<file path="src/rtl/ifmap_row_loader_pkg.sv">
`default_nettype none
// ============================================================================
// Package     : ifmap_pkg
// Description : Shared constants and types for the ifmap row loader. It holds
//               the array geometry, the SRAM word width, the derived
//               words-per-row count, the loader FSM state type and the row and
//               word data types.
// Revision    : 1.0 - initial release
// ============================================================================
package ifmap_pkg;

    localparam int COL_NUM = 32;                    // array columns = bytes per row
    localparam int SRAM_DW = 32;                    // SRAM read-data width
    localparam int ADDR_W  = 16;                    // SRAM word-address width
    localparam int ROW_W   = COL_NUM * 8;           // bits per array row
    localparam int WPR     = ROW_W / SRAM_DW;       // SRAM words per row

    typedef enum logic [1:0] {
        IDLE = 2'd0,
        RUN  = 2'd1,
        FIN  = 2'd2
    } state_t;

    typedef logic [ROW_W-1:0]   row_t;
    typedef logic [SRAM_DW-1:0] word_t;

endpackage : ifmap_pkg
`default_nettype wire

</file>
<file path="src/rtl/ifmap_row_loader_if.sv">
`default_nettype none
// ============================================================================
// Interface   : ifmap_row_loader_if
// Description : Data-path bundle of the ifmap row loader. It carries the SRAM
//               read port (sram_ren, sram_addr, sram_rdata) and the row output
//               (ifmap_out, ifmap_en) that feeds the vertical ifmap buffer.
//               The master modport is the loader side. The slave modport is
//               the SRAM / vertical-buffer side.
// Revision    : 1.0 - initial release
// ============================================================================
interface ifmap_row_loader_if;
    import ifmap_pkg::*;

    logic              sram_ren;
    logic [ADDR_W-1:0] sram_addr;
    word_t             sram_rdata;
    row_t              ifmap_out;
    logic              ifmap_en;

    modport master (
        output sram_ren,
        output sram_addr,
        input  sram_rdata,
        output ifmap_out,
        output ifmap_en
    );

    modport slave (
        input  sram_ren,
        input  sram_addr,
        output sram_rdata,
        input  ifmap_out,
        input  ifmap_en
    );

endinterface : ifmap_row_loader_if
`default_nettype wire

</file>
<file path="src/rtl/ifmap_row_buf.sv">
`default_nettype none
// ============================================================================
// Module      : ifmap_row_buf
// Description : Ping-pong pair of row buffers. Returned SRAM words are written
//               into the fill buffer at an internal word index. The word at
//               index WPR-1 completes the row: the buffer's full flag is set
//               and fill moves to the other buffer. The drain side offers the
//               oldest complete row. A row that completes in the same cycle as
//               it would be drained is forwarded directly.
// Ports       : clk, reset (async, active low)
//               wr_en, wr_word  - write port (one returned SRAM word)
//               pop             - drain the offered row this cycle
//               rd_valid, rd_row- offered row and its validity
// Revision    : 1.0 - initial release
// ============================================================================
module ifmap_row_buf
    import ifmap_pkg::*;
(
    input  wire logic clk,
    input  wire logic reset,
    input  wire logic wr_en,
    input  wire word_t wr_word,
    input  wire logic pop,
    output logic      rd_valid,
    output row_t      rd_row
);

    localparam int IDX_W = (WPR > 1) ? $clog2(WPR) : 1;

    word_t            data [2][WPR];
    logic [1:0]       full;
    logic             fill;
    logic             drain;
    logic [IDX_W-1:0] widx;

    logic wr_last;
    logic bypass;

    assign wr_last  = (widx == IDX_W'(WPR - 1));
    // The drain buffer is the one completing right now: its last word is
    // still on the write port, so hand it over without waiting a cycle.
    assign bypass   = wr_en && wr_last && (fill == drain) && !full[drain];
    assign rd_valid = full[drain] || bypass;

    generate
        for (genvar k = 0; k < WPR; k++) begin : g_word
            if (k == WPR - 1) begin : g_last
                assign rd_row[k*SRAM_DW +: SRAM_DW] = full[drain] ? data[drain][k] : wr_word;
            end else begin : g_body
                assign rd_row[k*SRAM_DW +: SRAM_DW] = data[drain][k];
            end
        end
    endgenerate

    always_ff @(posedge clk or negedge reset) begin
        if (!reset) begin
            full  <= 2'b00;
            fill  <= 1'b0;
            drain <= 1'b0;
            widx  <= '0;
        end else begin
            if (wr_en) begin
                if (wr_last) begin
                    widx       <= '0;
                    fill       <= ~fill;
                    full[fill] <= 1'b1;
                end else begin
                    widx <= widx + IDX_W'(1);
                end
            end
            // Placed after the set so a forwarded row never leaves its
            // buffer marked full.
            if (pop) begin
                full[drain] <= 1'b0;
                drain       <= ~drain;
            end
        end
    end

    // Row storage needs no reset: only the full flags give it meaning.
    always_ff @(posedge clk) begin
        if (wr_en) begin
            data[fill][widx] <= wr_word;
        end
    end

endmodule : ifmap_row_buf
`default_nettype wire

</file>
<file path="src/rtl/ifmap_row_loader.sv">
`default_nettype none
// ============================================================================
// Module      : ifmap_row_loader
// Description : Fetches ifmap bytes from the global-buffer SRAM as 32-bit
//               words, assembles COL_NUM-byte rows in a ping-pong buffer and
//               issues one row per ifmap_en pulse to the vertical ifmap buffer.
//               Issue is held while stall is high.
// Ports       : clk, reset (async, active low)
//               start, base_addr, num_rows - launch command (latched on start)
//               stall                      - hold row issue
//               busy, done                 - status
//               bus (master)               - SRAM read port and row output
// Revision    : 1.0 - initial release
// ============================================================================
module ifmap_row_loader
    import ifmap_pkg::*;
(
    input  wire logic              clk,
    input  wire logic              reset,
    input  wire logic              start,
    input  wire logic [ADDR_W-1:0] base_addr,
    input  wire logic [15:0]       num_rows,
    input  wire logic              stall,
    output logic                   busy,
    output logic                   done,
    ifmap_row_loader_if.master     bus
);

    localparam int RD_W = 16 + $clog2(WPR);         // holds num_rows*WPR
    localparam int CR_W = $clog2(2 * WPR + 1);      // holds 0..2*WPR

    state_t            state;
    logic [15:0]       rows_q;
    logic [15:0]       issued;
    logic [RD_W-1:0]   reads_left;
    logic [CR_W-1:0]   reserved;    // words requested but not yet issued as rows
    logic [ADDR_W-1:0] next_addr;
    logic              rvalid;      // SRAM data valid on sram_rdata this cycle

    logic rd_valid;
    row_t rd_row;
    logic pop;
    logic want_read;

    ifmap_row_buf u_row_buf (
        .clk      (clk),
        .reset    (reset),
        .wr_en    (rvalid),
        .wr_word  (bus.sram_rdata),
        .pop      (pop),
        .rd_valid (rd_valid),
        .rd_row   (rd_row)
    );

    assign pop = (state == RUN) && rd_valid && !stall;

    // Space for two rows is reserved against requested words, so a read is
    // only launched when its data is guaranteed a slot in the ping-pong
    // pair. The count is registered, so a freed buffer re-enables reads one
    // cycle after the issue that freed it.
    assign want_read = (state == RUN) && (reads_left != '0) && (reserved < CR_W'(2 * WPR));

    always_ff @(posedge clk or negedge reset) begin
        if (!reset) begin
            state         <= IDLE;
            rows_q        <= '0;
            issued        <= '0;
            reads_left    <= '0;
            reserved      <= '0;
            next_addr     <= '0;
            rvalid        <= 1'b0;
            busy          <= 1'b0;
            done          <= 1'b0;
            bus.sram_ren  <= 1'b0;
            bus.sram_addr <= '0;
            bus.ifmap_out <= '0;
            bus.ifmap_en  <= 1'b0;
        end else begin
            rvalid       <= bus.sram_ren;
            bus.sram_ren <= 1'b0;
            bus.ifmap_en <= 1'b0;
            done         <= 1'b0;

            case (state)
                IDLE: begin
                    if (start) begin
                        busy   <= 1'b1;
                        rows_q <= num_rows;
                        issued <= '0;
                        if (num_rows == '0) begin
                            state <= FIN;
                            done  <= 1'b1;
                        end else begin
                            // First read goes out with the launch.
                            state         <= RUN;
                            bus.sram_ren  <= 1'b1;
                            bus.sram_addr <= base_addr;
                            next_addr     <= base_addr + ADDR_W'(1);
                            reads_left    <= RD_W'(num_rows) * RD_W'(WPR) - RD_W'(1);
                            reserved      <= CR_W'(1);
                        end
                    end
                end

                RUN: begin
                    if (want_read) begin
                        bus.sram_ren  <= 1'b1;
                        bus.sram_addr <= next_addr;
                        next_addr     <= next_addr + ADDR_W'(1);
                        reads_left    <= reads_left - RD_W'(1);
                    end
                    reserved <= reserved + CR_W'(want_read) - (pop ? CR_W'(WPR) : '0);
                    if (pop) begin
                        bus.ifmap_out <= rd_row;
                        bus.ifmap_en  <= 1'b1;
                        issued        <= issued + 16'd1;
                    end
                    // Leave once the final row's ifmap_en cycle has passed.
                    if (issued == rows_q) begin
                        state <= FIN;
                        done  <= 1'b1;
                    end
                end

                FIN: begin
                    busy  <= 1'b0;
                    state <= IDLE;
                end

                default: begin
                    state <= IDLE;
                end
            endcase
        end
    end

endmodule : ifmap_row_loader
`default_nettype wire

</file>
<file path="src/flat_wrapper.sv">
// flat-port wrapper written by rule: the top's interface ports become plain ports
module ifmap_row_loader_flat import ifmap_pkg::*;
  (clk, reset, start, base_addr, num_rows, stall, busy, done, bus_sram_ren, bus_sram_addr, bus_sram_rdata, bus_ifmap_out, bus_ifmap_en);
  ifmap_row_loader_if bus_i ();
  input  wire logic clk;
  input  wire logic reset;
  input  wire logic start;
  input  wire logic [ADDR_W-1:0] base_addr;
  input  wire logic [15:0] num_rows;
  input  wire logic stall;
  output logic busy;
  output logic done;
  output wire logic [$bits(bus_i.sram_ren)-1:0] bus_sram_ren;
  output wire logic [$bits(bus_i.sram_addr)-1:0] bus_sram_addr;
  input wire logic [$bits(bus_i.sram_rdata)-1:0] bus_sram_rdata;
  output wire logic [$bits(bus_i.ifmap_out)-1:0] bus_ifmap_out;
  output wire logic [$bits(bus_i.ifmap_en)-1:0] bus_ifmap_en;
  assign bus_sram_ren = bus_i.sram_ren;
  assign bus_sram_addr = bus_i.sram_addr;
  assign bus_i.sram_rdata = bus_sram_rdata;
  assign bus_ifmap_out = bus_i.ifmap_out;
  assign bus_ifmap_en = bus_i.ifmap_en;
  ifmap_row_loader u_core (.clk(clk), .reset(reset), .start(start), .base_addr(base_addr), .num_rows(num_rows), .stall(stall), .busy(busy), .done(done), .bus(bus_i));
endmodule
</file>
<file path="config.mk">
export PLATFORM = sky130hd
export DESIGN_NAME = ifmap_row_loader_flat
export DESIGN_NICKNAME = d
export VERILOG_FILES = /design/src/rtl/ifmap_row_loader_pkg.sv /design/src/rtl/ifmap_row_loader_if.sv /design/src/rtl/ifmap_row_buf.sv /design/src/rtl/ifmap_row_loader.sv /design/src/flat_wrapper.sv
export SDC_FILE = /design/constraint.sdc
export NUM_CORES = 1
export LEC_CHECK = 0
export CORE_MARGIN = 1.5
export CORE_UTILIZATION = 30
export CTS_CLUSTER_DIAMETER = 50
export DETAILED_ROUTE_END_ITERATION = 10
export PLACE_DENSITY = 0.58
export SLEW_MARGIN = 20
export SYNTH_ARGS = -nofsm -noshare
export SYNTH_HDL_FRONTEND = slang
export SYNTH_SLANG_ARGS = --single-unit
</file>
<file path="constraint.sdc">
create_clock -name clk -period 3.9 [get_ports clk]
set_input_delay 0.585 -clock clk [delete_from_list [all_inputs] [get_ports clk]]
set_output_delay 0.585 -clock clk [all_outputs]
set_load 0.02 [all_outputs]
</file>
==> results of run 1 <==
[worst register-to-register path, delay by kind of cell, from the launching register on]
kind                       cells  cell delay, ps
AOI/OAI and AO/OA              4             730
and+or+nand+nor                4            1080
buffers and inverters          2             180
DFF                            1             430
xor gates and xnor gates       1             190
adders and majority gates      2             400
[cells by family after synthesis]
family / after synthesis
adder cells (fa/ha/maj): 13
buffers and inverters: 143
AO/OA/AOI/OAI: 440
flip-flops: 870
XOR/XNOR: 47
AND/OR/NAND/NOR: 601
multiplexers: 273
[metrics by stage]
stage	total power, uW	hold WS [ps]
after floorplan	20400	289
after global placement	25700	459
after detailed placement	25800	470
after CTS	36400	389
after global routing	37900	403
final	35900	430
[layout by cell type, fill, tap and decap left out, types with 10 or more instances in the layout]
cell	count
nand3_1	18
inv_1	17
nand4_1	12
inv_6	14
o21ai_0	297
nor2_1	90
clkbuf_16	111
xnor2_1	27
buf_4	49
edfxtp_1	512
a21oi_1	87
ha_1	13
xor2_1	20
bufinv_16	11
nor2_4	12
nand2_1	385
dfrtp_1	357
a211oi_1	10
nor3_1	20
clkdlybuf4s50_1	338
mux2i_1	267
nor4_1	11
clkbuf_1	22
clkbuf_8	12
[worst max path at each step]
stage                         start                             to  slack, ps  cells past startpoint
2_1_floorplan         u_core.rvalid  u_core.u_row_buf.data[0][224]        370                      4
3_3_place_gp            num_rows[7]            u_core.next_addr[4]        280                      9
3_5_place_dp            num_rows[7]            u_core.next_addr[2]        190                      9
4_1_cts        u_core.reads_left[7]             u_core.reserved[4]        750                     13
5_1_grt        u_core.reads_left[7]             u_core.reserved[4]        420                     13
6_report       u_core.reads_left[7]             u_core.reserved[4]        760                     13
[layout make-up]
cell class,instances,share of cell area
clock inverter,63,0.0193
multi-input combinational,1374,0.198
sequential,870,0.573
clock buffer,145,0.0712
inverter,20,0.00200
timing repair buffer,401,0.0933
tap,1476,0.0435
[state kept, by name (all words and copies together) (netlist names)]
signal / count
u_core.reserved: 5
u_core.bus.sram_ren: 1
u_core.bus.sram_addr: 16
u_core.u_row_buf.data: 512
u_core.u_row_buf.fill: 1
u_core.next_addr: 16
u_core.state: 2
u_core.bus.ifmap_en: 1
u_core.u_row_buf.widx: 3
u_core.rvalid: 1
u_core.done: 1
u_core.busy: 1
u_core.bus.ifmap_out: 256
u_core.u_row_buf.full: 2
u_core.rows_q: 16
u_core.u_row_buf.drain: 1
u_core.reads_left: 19
u_core.issued: 16
[power by group through the flow]
stage	Clock, uW	Combinational (uW)	Sequential [uW]
3_5_place_dp	0	11900	13900
4_1_cts	10700	11900	13800
3_3_place_gp	0	11800	13900
2_1_floorplan	0	5250	15100
6_report	10400	11700	13700
5_1_grt	11100	12800	14000
[routing by layer]
metal  GRT usage  part of all wire
met5           0                 0
met4      0.0429             0.021
met3      0.0397             0.065
met2       0.250              0.48
met1       0.203              0.44
[timing repair]
action	CTS	global route
resized for setup	0	0
hold buffers	1	0
endpoints found under the hold margin	1	0
buffers inserted	0	0
==> run metrics, run 1 <==
Hold Path End=u_core.u_row_buf.data[0][24]; routability cong.=about 0.84; die area=between 0.1 and 0.15 mm2; vias post-DR=20000; worst r2r path cells=13; syn avg cell area=13.9 um2; I/O pin cnt=roughly 340; count of cell types in the netlist=between 60 and 70; post-synth design cell area=between 0.03 and 0.04 mm2; global-route wire length before repair=~130 mm; drc violations=0; Worst Path Class, Setup=reg2reg; post-place setup slack=approximately 190 ps; CP required=4430 ps; P_leak=0.0165 uW; drt wl/cell=between 20 and 25 um; Reg-to-Reg Start=u_core.reads_left[7]; std cell rows=approximately 120; area share of the largest cell type after synthesis=0.464; largest net degree at the start of global routing=288; share of layout cells above drive strength 1=0.0985; CTS H-tree lvls=3; combinational family with the most area after synthesis=multiplexers; post-synthesis sequential area ratio=0.734; #FFs+latches synth=870; Setup crit start kind=flop; Net Sw Frac=0.350; max-slew violation count=0; maximum clock path buffer count=3; Inst Count DP=4139; register area=about 0.024 mm2; Layout area overhead=28.1%; Final min period=around 3100 ps; CP max-delay cell=nor4_1; count of final setup violators=0; Psw=~13000 uW; Cell Int Power=23300 uW; pwr/cell area=roughly 850 mW/mm2; dpl cell area=roughly 0.039 mm2; area leader, netlist=edfxtp_1; Post-Synth Simple-Gate Area=0.0772; Synth area leaders=edfxtp_1 46%, dfrtp_1 27%, mux2i_1 8.1%, o21ai_0 4.5%, nand2_1 4.4%; worst slew pin tran=~1100 ps; syn_nets=about 2500; Die H=335 um; DIE WIDTH=335 um; clock latency on the worst-skew pair=around 690 ps; crit-path cells=nor4_1 -> nand4b_2 -> o31ai_4 -> inv_4 -> ha_1 -> inv_1 -> ha_1 -> o21bai_1 -> a21oi_1 -> xor2_1 -> nor2_1 -> o21ai_0 -> nand2_1; WHS Path Cells=1; CTS tree=yes; CTS Buf Count=110; Multi-input gate area=between 0.008 and 0.009 mm2; Post-Synth XOR/XNOR Area=0.0124; sequential power share=0.383; Yosys warning count=0; most frequent cells after synthesis=512 x edfxtp_1, 385 x nand2_1, 358 x dfrtp_1, 297 x o21ai_0, 268 x mux2i_1; final core occ=0.389; most numerous cell in the Yosys netlist=edfxtp_1; Setup Skew=about 48 ps; predominant post-synthesis flop cell=edfxtp_1; Fin Setup TNS=0 ps; DRT Wirelength=88.0 mm; Starting Density=0.304; outcome=complete, no violations; ANT nets after route=0; Reg clk slew, reported paths=roughly 70 ps; final non-filler cell total=around 4300; reg2reg setup slack=760 ps; crit path capture type=flop; mux share of post-synthesis cell area=0.0826; max_slew headroom=0.233; Placeable Area=about 0.11 mm2; CP bufs+invs=2; Vias per Instance=~4.6; # diodes=0; vias in the first global route=roughly 19000; min-delay src=bus_sram_rdata[24]; post-route cell area=between 0.04 and 0.05 mm2; Clk pwr share=0.290; Crit Path Max Fanout=8; fraction of registers with async set/reset=0.411; Logic pwr share=0.327; Max Cap Viol=0; Synth Area in Compound Gates=0.0722; Root Buffer=clkbuf_16; peak supply drop=about 600 uV; initial antenna violation count=2; final worst-path cycle share=0.806; Fill cells=between 10000 and 15000; clock sinks=870; EDFF count, synth=about 510; CP most frequent cell=ha_1; total grt overflow=0; RSZ-0062 raised after global routing=false; Cells after Synth=roughly 2400; NumNets Final=approximately 2900; Synth Area in Adders=0.00491; Worst Path Arrival=3670 ps; Final Hold Fails=0; FF-to-FF End=u_core.reserved[4]; critical path's largest stage delay=roughly 650 ps; DR pass1 iterations=5; achievable clock frequency=0.318 GHz; delay-heaviest family, CP=simple AND/OR/NAND/NOR gates; 1st-iter DRT viols=approximately 1200; PnR worst setup slack=about 760 ps; IO buf count=343; All-Layer GR Usage=0.154; HPWL Detailed=approximately 55 mm; HP Class=in2reg
Power figures use the tool's default switching activity.
==> run 2, diff against run 1 <==
Clock period 3.9 ns to 2.9 ns, I/O delays scaled along.
==> run metrics, run 2 (same netlist as run 1, synthesis figures left out) <==
pwr/cell area=1120 mW/mm2 (+33%); All-Layer GR Usage=0.157 (+0.00320); Root Buffer=clkbuf_16; crit path capture type=flop; max-slew violation count=0 (unchanged); reg2reg setup slack=130 ps (-630 ps); RSZ-0062 raised after global routing=true; post-place setup slack=-118 ps (-312 ps); met2 usage=0.261 (+0.0106); Starting Density=0.304 (unchanged); outcome=complete, no violations; max_slew headroom=0.446 (+0.213); initial antenna violation count=1 (-1); 1st-iter DRT viols=1346 (+16%); Worst Path Class, Setup=reg2reg; max reg flops=512 (unchanged); Setup crit start kind=flop; Hold Slack=287 ps (-143 ps); drc violations=0 (unchanged); Max Cap Viol=0 (unchanged); Layout area overhead=29.7%; highest-count cells in the layout ignoring fill and taps=512 x edfxtp_1, 385 x nand2_1, 357 x dfrtp_1; total power=48300 uW (+34%); Reg-to-Reg Start=u_core.reads_left[12]; FF-to-FF End=u_core.reserved[4]; P_leak=0.0168 uW (+1.9%); count of final setup violators=0 (unchanged); Die H=335 um (unchanged); NumNets Final=2929 (+2.5%); most common cell after layout, fill and taps aside=edfxtp_1; DIE WIDTH=335 um (unchanged); Hold Path End=u_core.u_row_buf.data[0][104]; drt wl/cell=20.4 um (+1.0%); Setup Skew=51.3 ps (+3.51 ps); min-delay src=bus_sram_rdata[8]; Crit Path Max Fanout=3 (-5); Top Registers=u_core.u_row_buf.data: 512 flops, u_core.bus.ifmap_out: 256 flops, u_core.reads_left: 19 flops; clock latency on the worst-skew pair=680 ps (about the same); critical path's largest stage delay=550 ps (-100 ps); peak supply drop=670 uV (+14%); die area=0.113 mm2 (unchanged); PnR worst setup slack=130 ps (-627 ps); worst slew pin tran=832 ps (-315 ps); vias in the first global route=20300 (+3.9%); Reg clk slew, reported paths=60 ps (about the same); achievable clock frequency=0.361 GHz (+13%); Final Hold Fails=0 (unchanged); Worst Path Arrival=3290 ps (-380 ps); Reg with most FFs=u_core.u_row_buf.data; CTS tree=yes; global-route wire length before repair=132 mm (+2.1%); IO buf count=343 (unchanged); CTS Buf Count=104 (-5.5%); worst r2r path cells=13 (unchanged); WHS Path Cells=1 (unchanged); routability cong.=0.800 (-4.7%); global-route layer with the greatest usage=met2; std cell rows=121 (unchanged); final core occ=0.394 (+0.00489); maximum clock path buffer count=3 (unchanged); I/O pin cnt=344 (unchanged); final worst-path cycle share=0.955 (+0.149); CP required=3420 ps (-1010 ps); DRT Wirelength=90.3 mm (+2.6%); CP max-delay cell=or4_4; clock sinks=870 (unchanged); vias post-DR=20500 (+2.8%); largest net degree at the start of global routing=165 (-43%); CTS H-tree lvls=3 (unchanged); share of layout cells above drive strength 1=0.116 (+0.0175); Vias per Instance=4.65 (+1.2%); met3 Use GR=0.0359 (-0.00387); HP Class=in2reg; M1 GR Usage=0.206 (+0.00290); HPWL Detailed=56.2 mm (+2.0%); DR pass1 iterations=5 (unchanged); total grt overflow=0 (unchanged); crit-path cells=or4_4 -> or3_4 -> o31ai_4 -> inv_4 -> ha_4 -> inv_2 -> ha_2 -> o21bai_1 -> a21oi_2 -> xor2_1 -> nor2_1 -> o21ai_1 -> nand2_1; Final min period=2770 ps (-373 ps); ANT nets after route=0 (unchanged); Placeable Area=0.109 mm2 (unchanged); Fin Setup TNS=0 ps (unchanged)
## run 2: area by class of cell
type | count | area [um2]
Clock inverter | 48 | 684
Inverter | 20 | 85.1
Sequential cell | 870 | 24300
Fill cell | 10200 | 66200
Tap cell | 1476 | 1850
Timing Repair Buffer | 478 | 4730
Multi-Input combinational cell | 1374 | 8430
Clock buffer | 149 | 2880
Antenna cell | 2 | 5.00
## run 2: what timing repair did
action                                  in CTS  in global routing
resized for setup                            1                 11
hold buffers                                 1                  0
endpoints found under the setup margin       1                124
gates cloned                                 0                  1
pin swaps                                    0                  3
endpoints found under the hold margin       50                  0
setup buffers                                0                  2
## run 2: worst max-delay path, delay by kind of cell (launching register included)
family,cells,cell delay [ps]
and+or+nand+nor,4,1030
AOI/OAI and AO/OA,4,620
DFF,1,380
adders and majority gates,2,330
xor gates and xnor gates,1,190
buffers and inverters,2,100
## run 2: power breakdown
part,internal (uW),switching [uW],leakage [uW]
clock network,8070,5300,0.00172
logic,6840,9490,0.00601
registers,16500,2090,0.00905
total,31400,16900,0.0168
## run 2: how the worst max path moves through the flow
| stage | cells after the start | slack [ps] | from | end |
|---|---|---|---|---|
| floorplan | 3 | -500 | u_core.rvalid | u_core.u_row_buf.data[1][224] |
| global route | 13 | -50 | u_core.reads_left[12] | u_core.reserved[4] |
| global placement | 10 | -90 | num_rows[0] | u_core.reads_left[3] |
| CTS | 13 | 20 | u_core.reads_left[12] | u_core.reserved[4] |
| detailed placement | 10 | -120 | num_rows[0] | u_core.reads_left[3] |
| finish | 13 | 130 | u_core.reads_left[12] | u_core.reserved[4] |
## run 2: routing by layer
metal	vias to the layer above	wire length, um
met4	0	2000
met5	-	0
met2	529	44100
met3	134	5620
met1	10300	38600
li1	9566	-
## run 2: metrics by stage
stage          instances  area [um2]
2_1_floorplan       2387       33200
3_3_place_gp        4213       39300
3_5_place_dp        4213       39300
4_1_cts             4411       42900
5_1_grt             4415       43000
6_report            4417       43000
